File: config.mk
export PLATFORM = sky130hd
export DESIGN_NAME = codeword_rr_scheduler
export DESIGN_NICKNAME = d
export VERILOG_FILES = /design/src/rtl/pre_intlv_pkg.sv /design/src/rtl/intlv_out_slice.sv /design/src/rtl/codeword_rr_scheduler.sv
export SDC_FILE = /design/constraint.sdc
export NUM_CORES = 1
export LEC_CHECK = 0
export CAP_MARGIN = 30
export CORE_UTILIZATION = 60
export DETAILED_ROUTE_END_ITERATION = 7
export DONT_BUFFER_PORTS = 1
export PLACE_DENSITY = 0.76
export SKIP_CTS_REPAIR_TIMING = 1
export SYNTH_ARGS = -nofsm -noshare
export SYNTH_HDL_FRONTEND = slang
export SYNTH_SLANG_ARGS = --single-unit
export TNS_END_PERCENT = 50
File: constraint.sdc
create_clock -name clk -period 6.7 [get_ports clk]
set_clock_uncertainty 0.2 [all_clocks]
set_input_delay 1.34 -clock clk [delete_from_list [all_inputs] [get_ports clk]]
set_output_delay 1.34 -clock clk [all_outputs]
set_load 0.01 [all_outputs]
File: src/rtl/pre_intlv_pkg.sv
// rtl/pre_intlv_pkg.sv - shared state encoding, default sizes and helpers for the pre-interleaver path
package pre_intlv_pkg;

    typedef enum logic [1:0] {
        ST_IDLE  = 2'd0,
        ST_RUN   = 2'd1,
        ST_DRAIN = 2'd2
    } sched_state_e;

    localparam int DEF_NUM_LANES   = 4;
    localparam int DEF_FRAME_WORDS = 70;
    localparam int DEF_DATA_W      = 32;

    // Never returns less than 1 so single-value counters still get a bit.
    function automatic int clog2(input int value);
        int width;
        width = 1;
        for (int i = 1; i < 31; i++) begin
            if ((1 << i) < value) begin
                width = i + 1;
            end
        end
        return width;
    endfunction

endpackage

File: src/rtl/intlv_out_slice.sv
// rtl/intlv_out_slice.sv - single-entry output register toward the interleaver write port
module intlv_out_slice #(
    parameter int DATA_W = 32
) (
    input  logic              clk,
    input  logic              rst,
    input  logic              load_i,
    input  logic [DATA_W-1:0] load_data_i,
    input  logic              load_last_i,
    output logic              can_load_o,
    output logic [DATA_W-1:0] m_tdata_o,
    output logic              m_tvalid_o,
    output logic              m_tlast_o,
    input  logic              m_tready_i
);

    logic [DATA_W-1:0] data_q, data_d;
    logic              valid_q, valid_d;
    logic              last_q, last_d;

    // A new word may enter when the slot is empty or is being emptied this cycle.
    assign can_load_o = !valid_q || m_tready_i;

    always_comb begin
        data_d  = data_q;
        valid_d = valid_q;
        last_d  = last_q;
        if (load_i) begin
            data_d  = load_data_i;
            last_d  = load_last_i;
            valid_d = 1'b1;
        end else if (valid_q && m_tready_i) begin
            valid_d = 1'b0;
        end
    end

    always_ff @(posedge clk or posedge rst) begin
        if (rst) begin
            data_q  <= '0;
            valid_q <= 1'b0;
            last_q  <= 1'b0;
        end else begin
            data_q  <= data_d;
            valid_q <= valid_d;
            last_q  <= last_d;
        end
    end

    assign m_tdata_o  = data_q;
    assign m_tvalid_o = valid_q;
    assign m_tlast_o  = last_q;

endmodule

File: src/rtl/codeword_rr_scheduler.sv
// rtl/codeword_rr_scheduler.sv - strict round-robin merge of encoder codeword lanes into interleaver column order
module codeword_rr_scheduler
    import pre_intlv_pkg::*;
#(
    parameter int NUM_LANES   = DEF_NUM_LANES,
    parameter int FRAME_WORDS = DEF_FRAME_WORDS,
    parameter int DATA_W      = DEF_DATA_W
) (
    input  logic                        clk,
    input  logic                        rst,
    input  logic                        enable,
    input  logic [NUM_LANES*DATA_W-1:0] s_tdata,
    input  logic [NUM_LANES-1:0]        s_tvalid,
    input  logic [NUM_LANES-1:0]        s_tlast,
    output logic [NUM_LANES-1:0]        s_tready,
    output logic [DATA_W-1:0]           m_tdata,
    output logic                        m_tvalid,
    input  logic                        m_tready,
    output logic                        m_tlast,
    output logic                        frame_done,
    output logic [15:0]                 frame_count,
    output logic                        len_err,
    output logic                        busy
);

    localparam int LANE_W = clog2(NUM_LANES);
    localparam int WORD_W = clog2(FRAME_WORDS);
    localparam logic [LANE_W-1:0] LAST_LANE = LANE_W'(NUM_LANES - 1);
    localparam logic [WORD_W-1:0] LAST_WORD = WORD_W'(FRAME_WORDS - 1);

    sched_state_e      state_q, state_d;
    logic [LANE_W-1:0] lane_sel_q, lane_sel_d;
    logic [WORD_W-1:0] word_idx_q, word_idx_d;
    logic              frame_done_q, frame_done_d;
    logic [15:0]       frame_count_q, frame_count_d;
    logic              len_err_q, len_err_d;

    logic [DATA_W-1:0] sel_data;
    logic              sel_valid;
    logic              sel_last;
    logic              can_load;
    logic              run_ready;
    logic              lane_hs;
    logic              out_hs;
    logic              block_end;

    always_comb begin
        sel_data  = '0;
        sel_valid = 1'b0;
        sel_last  = 1'b0;
        for (int i = 0; i < NUM_LANES; i++) begin
            if (lane_sel_q == LANE_W'(i)) begin
                sel_data  = s_tdata[i*DATA_W +: DATA_W];
                sel_valid = s_tvalid[i];
                sel_last  = s_tlast[i];
            end
        end
    end

    // Only the current lane is ever offered ready, so a stalled lane holds the whole block.
    assign run_ready = (state_q == ST_RUN) && can_load;

    always_comb begin
        s_tready = '0;
        for (int i = 0; i < NUM_LANES; i++) begin
            s_tready[i] = run_ready && (lane_sel_q == LANE_W'(i));
        end
    end

    assign lane_hs   = run_ready && sel_valid;
    assign out_hs    = m_tvalid && m_tready;
    assign block_end = (lane_sel_q == LAST_LANE) && (word_idx_q == LAST_WORD);

    always_comb begin
        state_d       = state_q;
        lane_sel_d    = lane_sel_q;
        word_idx_d    = word_idx_q;
        frame_done_d  = 1'b0;
        frame_count_d = frame_count_q;
        len_err_d     = len_err_q;
        case (state_q)
            ST_IDLE: begin
                if (enable) begin
                    state_d = ST_RUN;
                end
            end
            ST_RUN: begin
                if (lane_hs) begin
                    if (sel_last != (word_idx_q == LAST_WORD)) begin
                        len_err_d = 1'b1;
                    end
                    if (block_end) begin
                        lane_sel_d = '0;
                        word_idx_d = '0;
                        state_d    = ST_DRAIN;
                    end else if (lane_sel_q == LAST_LANE) begin
                        lane_sel_d = '0;
                        word_idx_d = word_idx_q + 1'b1;
                    end else begin
                        lane_sel_d = lane_sel_q + 1'b1;
                    end
                end
            end
            ST_DRAIN: begin
                // Output slot holds only the block's final word here.
                if (out_hs) begin
                    frame_done_d  = 1'b1;
                    frame_count_d = frame_count_q + 16'd1;
                    state_d       = enable ? ST_RUN : ST_IDLE;
                end
            end
            default: begin
                state_d = ST_IDLE;
            end
        endcase
    end

    always_ff @(posedge clk or posedge rst) begin
        if (rst) begin
            state_q       <= ST_IDLE;
            lane_sel_q    <= '0;
            word_idx_q    <= '0;
            frame_done_q  <= 1'b0;
            frame_count_q <= '0;
            len_err_q     <= 1'b0;
        end else begin
            state_q       <= state_d;
            lane_sel_q    <= lane_sel_d;
            word_idx_q    <= word_idx_d;
            frame_done_q  <= frame_done_d;
            frame_count_q <= frame_count_d;
            len_err_q     <= len_err_d;
        end
    end

    intlv_out_slice #(
        .DATA_W(DATA_W)
    ) u_out_slice (
        .clk        (clk),
        .rst        (rst),
        .load_i     (lane_hs),
        .load_data_i(sel_data),
        .load_last_i(block_end),
        .can_load_o (can_load),
        .m_tdata_o  (m_tdata),
        .m_tvalid_o (m_tvalid),
        .m_tlast_o  (m_tlast),
        .m_tready_i (m_tready)
    );

    assign frame_done  = frame_done_q;
    assign frame_count = frame_count_q;
    assign len_err     = len_err_q;
    assign busy        = (state_q != ST_IDLE);

endmodule

# Yosys cells after proc, flatten, opt, wreduce, memory -nomap -nowiden
# Cells that the tools add are included.
# totals
reg_bits,63
input_bits,140
out_inout_bits,57
# classes
addsub,3
n_eq_ne,11
n_mux,26
n_reduce_logical,20
# ops
operator,count
$mux 32,4
$add 16x1->16 const B,1
$mux 7,2
$mux 1,13
$mux 2,6
$logic_and 1x1->1,8
$add 7x1->7 const B,1
$eq 7x7->1 const B,1
$eq 2x2->1 const B,3
$ne 2x2->1 const B,3
$pmux 2 s3,1
$reduce_and 3->1,2
$reduce_bool 2->1,3
$eq 2x1->1 const B,2
$logic_not 2->1,2
$reduce_and 2->1,2
$reduce_and 4->1,1
$add 2x1->2 const B,1
$ne 2x1->1 const B,1
$logic_not 1->1,1
$logic_or 1x1->1,1
$ne 1x1->1,1

# Depth between registers and ports, before layout
# depth
word_depth,8
depth_mapped,9

# Cells and area by module
# Synthesis repeated with hierarchy kept, for this count alone.
# unflattened
cells_unflattened,443
hier_area_um2,4005.1
# modules_own_cells
mod,n_inst,cells_per_inst,area_per_inst_um2,seq_area_each_um2
codeword_rr_scheduler,1,369,2586.2,725.7
intlv_out_slice,1,74,1418.9,850.8

# Worst setup path after synthesis
# OpenSTA, ideal clock, no wires.
# synth_path
path_type,input to output
start,in m_tready
end,out s_tready[3]
arrival_time_ns,1.709
t_required_ns,5.160
setup_slack_ns,3.451
path_stages,2
path_cell_list,nand2b_1 -> and3_1
# synth_between
elab_chain_len,3
# synth_lines
element,line_no,rtl
"start, declared",codeword_rr_scheduler.sv:18,"input logic m_tready,"
$logic_or 1x1->1,intlv_out_slice.sv:22,assign can_load_o = !valid_q || m_tready_i;
$logic_and 1x1->1,codeword_rr_scheduler.sv:61,assign run_ready = (state_q == ST_RUN) && can_load;
$logic_and 1x1->1,codeword_rr_scheduler.sv:66,s_tready[i] = run_ready && (lane_sel_q == LANE_W'(i));
"end, declared",codeword_rr_scheduler.sv:15,"output logic [NUM_LANES-1:0] s_tready,"
# Every way passes these cells.

# Worst setup path in the final report
# layout_path
start,reg lane_sel_q[0]
end,out s_tready[3]
# layout_between
elab_chain_len,2
# layout_lines
element,line_no,rtl
"start, declared",codeword_rr_scheduler.sv:32,"logic [LANE_W-1:0] lane_sel_q, lane_sel_d;"
"start signal, assigned",codeword_rr_scheduler.sv:128,lane_sel_q <= lane_sel_d;
$eq 2x2->1,codeword_rr_scheduler.sv:66,
$logic_and 1x1->1,codeword_rr_scheduler.sv:66,
# Every way passes these cells.

==> summary.txt <==
Status
  – Outcome: finished with violations
  – Failing checks: design-rule violations

STA
  – Upper clock frequency limit: 264 MHz
  – Setup violation total in the final timing report: 0
  – Worst rel slew slack: 0.473
  – RSZ-0062 raised after global routing: no
  – Smallest setup slack after layout: 2910 ps
  – Final period utilization: 0.565
  – Sum of negative setup slack: 0 ps
  – Count of final max-slew check failures: 0
  – Post-Route Hold Slack: 283 ps
  – Final count of hold timing violations: 0
  – Min cycle time layout: 3790 ps
  – Slew at the pin with the worst max-slew slack: 790 ps

Clocking
  – TritonCTS clock tree: built
  – Later-pin clock latency in the skew report: approximately 340 ps
  – Post-CTS clock slew at the launch and capture registers of the worst setup and hold paths: 70 ps
  – Total number of clock tree sinks: 63
  – Number of clock buffers inserted by TritonCTS: 9
  – Clock buffer depth: 2
  – CTS HTree Levels: 3
  – Clock root buffer master: clkbuf_8

Logic synthesis
  – Proportion of synthesized chip area in sequential cells: 0.386
  – Netlist Area Pre-Place: 4080 µm²
  – Flop and latch count out of synthesis: 63
  – Gate Count Post-Synth: 446
  – Count of unique library cells instantiated by Yosys: 45
  – Asr flop ratio synth: 1.00
  – Main synth FF type: dfrtp_1
  – Number of nets produced by synthesis: 594
  – Largest cells by area after synthesis: dfrtp_1 (39%), mux2_4 (9.9%), a21oi_1 (8.3%)
  – Synthesis warning total: 0
  – Cell type contributing the most total cell area after synthesis: dfrtp_1
  – Yosys top cell area share: 0.386
  – Avg Inst Size Synth: just over 9 µm²
  – Most common cell in the synthesized netlist: a21oi_1
  – Commonest cells in the netlist: a21oi_1 (68), dfrtp_1 (63), nand2_1 (47)
  – EDFF count, synth: 0

Worst setup path
  – Endpoint of the worst register-to-register path: u_out_slice.m_tdata_o[22]
  – Reg-to-reg slack, setup: 3340 ps
  – Cell count of the worst reg-to-reg path: 6
  – Critical path startpoint category: register
  – Max FO, Critical Path: between 40 and 50
  – Worst Setup End Kind: primary output
  – Worst endpoint data arrival time: 2250 ps
  – RR Startpoint: lane_sel_q[0]
  – WP data required: 5160 ps
  – Path type of the worst setup path: reg -> out
  – Launching element of the worst setup path: lane_sel_q[0]

Final layout
  – Number of nets in the finished design: between 500 and 600
  – Antenna Cells: 0
  – Post-synthesis to final-layout area growth: 5.00%
  – Filler cells: roughly 540
  – Proportion of layout cells with a drive suffix above 1: 0.152
  – Non-filler instance count after layout: 512

Floorplan
  – Rows: 29
  – Placeable core region: 6460 µm²
  – Total die area: 7140 µm²
  – Initial cell density of the core: 0.632
  – Die extent in x: 84.5 µm
  – Boundary pin count: a little under 200
  – Die Ht: between 80 and 90 µm

Job
  – Maximum capacitance violations: 0

Route
  – Detailed-route DRC error count: 13
  – Detailed Route WL: 9230 µm
  – Iteration count of the initial detailed-routing pass: 7
  – Post-route antenna net violation count: 0
  – Wire length per cell: about 18 µm
  – Violation count after the first detailed-routing iteration: 124
  – Per-cell via count in the routed design: 6.31
  – Via count: between 3000 and 4000

GRT
  – GRT Util Overall: 0.262
  – Via count of the first global-routing pass: 3040
  – Remaining global-route overflow: 0
  – Global-route wire length before repair: 14700 µm
  – Number of antenna violations at the first check in global routing: 0
  – Pin count of the biggest net entering global routing: 72

Worst hold path
  – Path type of the worst min-delay path: reg -> reg
  – Hold Crit Endpoint: word_idx_q[6]
  – Min-delay src: word_idx_q[6]
  – WHS Path Cells: 1

Placement
  – Final weighted congestion of routability-driven global placement: 0.828
  – Count of input and output buffers: 0
  – HPWL after detailed placement: 6560 µm
  – Post-place setup slack: 3290 ps
  – DP Cell Count: 497

Power
  – Worst VDD drop: 0.000304 V
  – Areal power density over the cells: 515 nW/µm²
  – Total chip power: approximately 0.0022 W
  – Lkg Pwr: between 2 and 2.5 nW
## power by group
part	leakage, nW	switching [W]	total, W	internal [W]
Combinational	1.17	0.000598	0.00122	0.000620
Clock	0.0985	0.000142	0.000331	0.000190
Sequential	0.802	0.000152	0.000657	0.000506
Total	2.07	0.000891	0.00221	0.00131
## state kept, by name, summed over array words and instances, names as in the netlist
register	flops
frame_done	1
state_q	2
u_out_slice.m_tvalid_o	1
word_idx_q	7
u_out_slice.m_tlast_o	1
u_out_slice.m_tdata_o	32
lane_sel_q	2
len_err	1
frame_count	16
## cells in the final DEF, fill, tap and decap left out, types with 2 or more instances in the layout
cell and instances:
ha_1 5, o31ai_1 2, nand4_1 4, and3_1 9, inv_1 39, dfrtp_1 63, nor3_1 5, a22o_1 32
nor2b_1 5, xnor2_1 13, nand2_1 47, mux2_2 8, nor2_1 7, ha_2 3, nand3_1 11, a21oi_1 68
xor2_1 4, and4_1 2, buf_4 4, clkbuf_8 11, mux2_4 27, o21ai_0 34, nand2b_1 4, nand4b_1 2
## cells by family (layout without fill, tap and decap cells)
kind of cell | Yosys count | after routing | share of synthesized area
compound gates | 146 | 146 | 0.222
buf+inv | 71 | 60 | 0.0729
simple gates | 105 | 105 | 0.134
xor+xnor | 17 | 17 | 0.0365
fa+ha+maj | 8 | 8 | 0.0245
mux | 36 | 36 | 0.124
flops | 63 | 63 | 0.386
## stage by stage
| stage | cell area, µm² | util |
|---|---|---|
| 6_report | 4290 | 0.664 |
| 3_3_place_gp | 4070 | 0.630 |
| 4_1_cts | 4290 | 0.664 |
| 2_1_floorplan | 4080 | - |
| 3_5_place_dp | 4090 | 0.633 |
| 5_1_grt | 4290 | 0.664 |
## layer usage
metal,track usage,share of wire,vias to the layer above
li1,-,-,1529
met1,0.319,0.41,1555
met4,0.108,0.016,0
met5,0,0,-
met2,0.445,0.50,131
met3,0.0649,0.073,15
## how the worst max path moves through the flow
stage	end	slack [ps]	cells after the start
final	s_tready[3]	2910	3
after global routing	s_tready[3]	2760	3
after floorplan	s_tready[3]	3450	2
after CTS	s_tready[3]	2910	3
after detailed placement	s_tready[3]	3290	3
after global placement	s_tready[3]	3340	3
## worst max-delay path, cell delays in order, from the launching register on
cell and delay (ps):
dfrtp_1 440, ha_2 670, buf_4 450, and3_1 310
## area by class of cell
cell class	count	area [µm²]	share of cell area
clock buffers	12	155	0.0362
clock inverters	3	42.5	0.00992
inverters	40	150	0.0350
multi-input cells	312	2220	0.517
flip-flops and latches	63	1580	0.368
well taps	77	96.3	0.0225
repair buffers	5	50.0	0.0117
(Power assumes the default switching activity.)
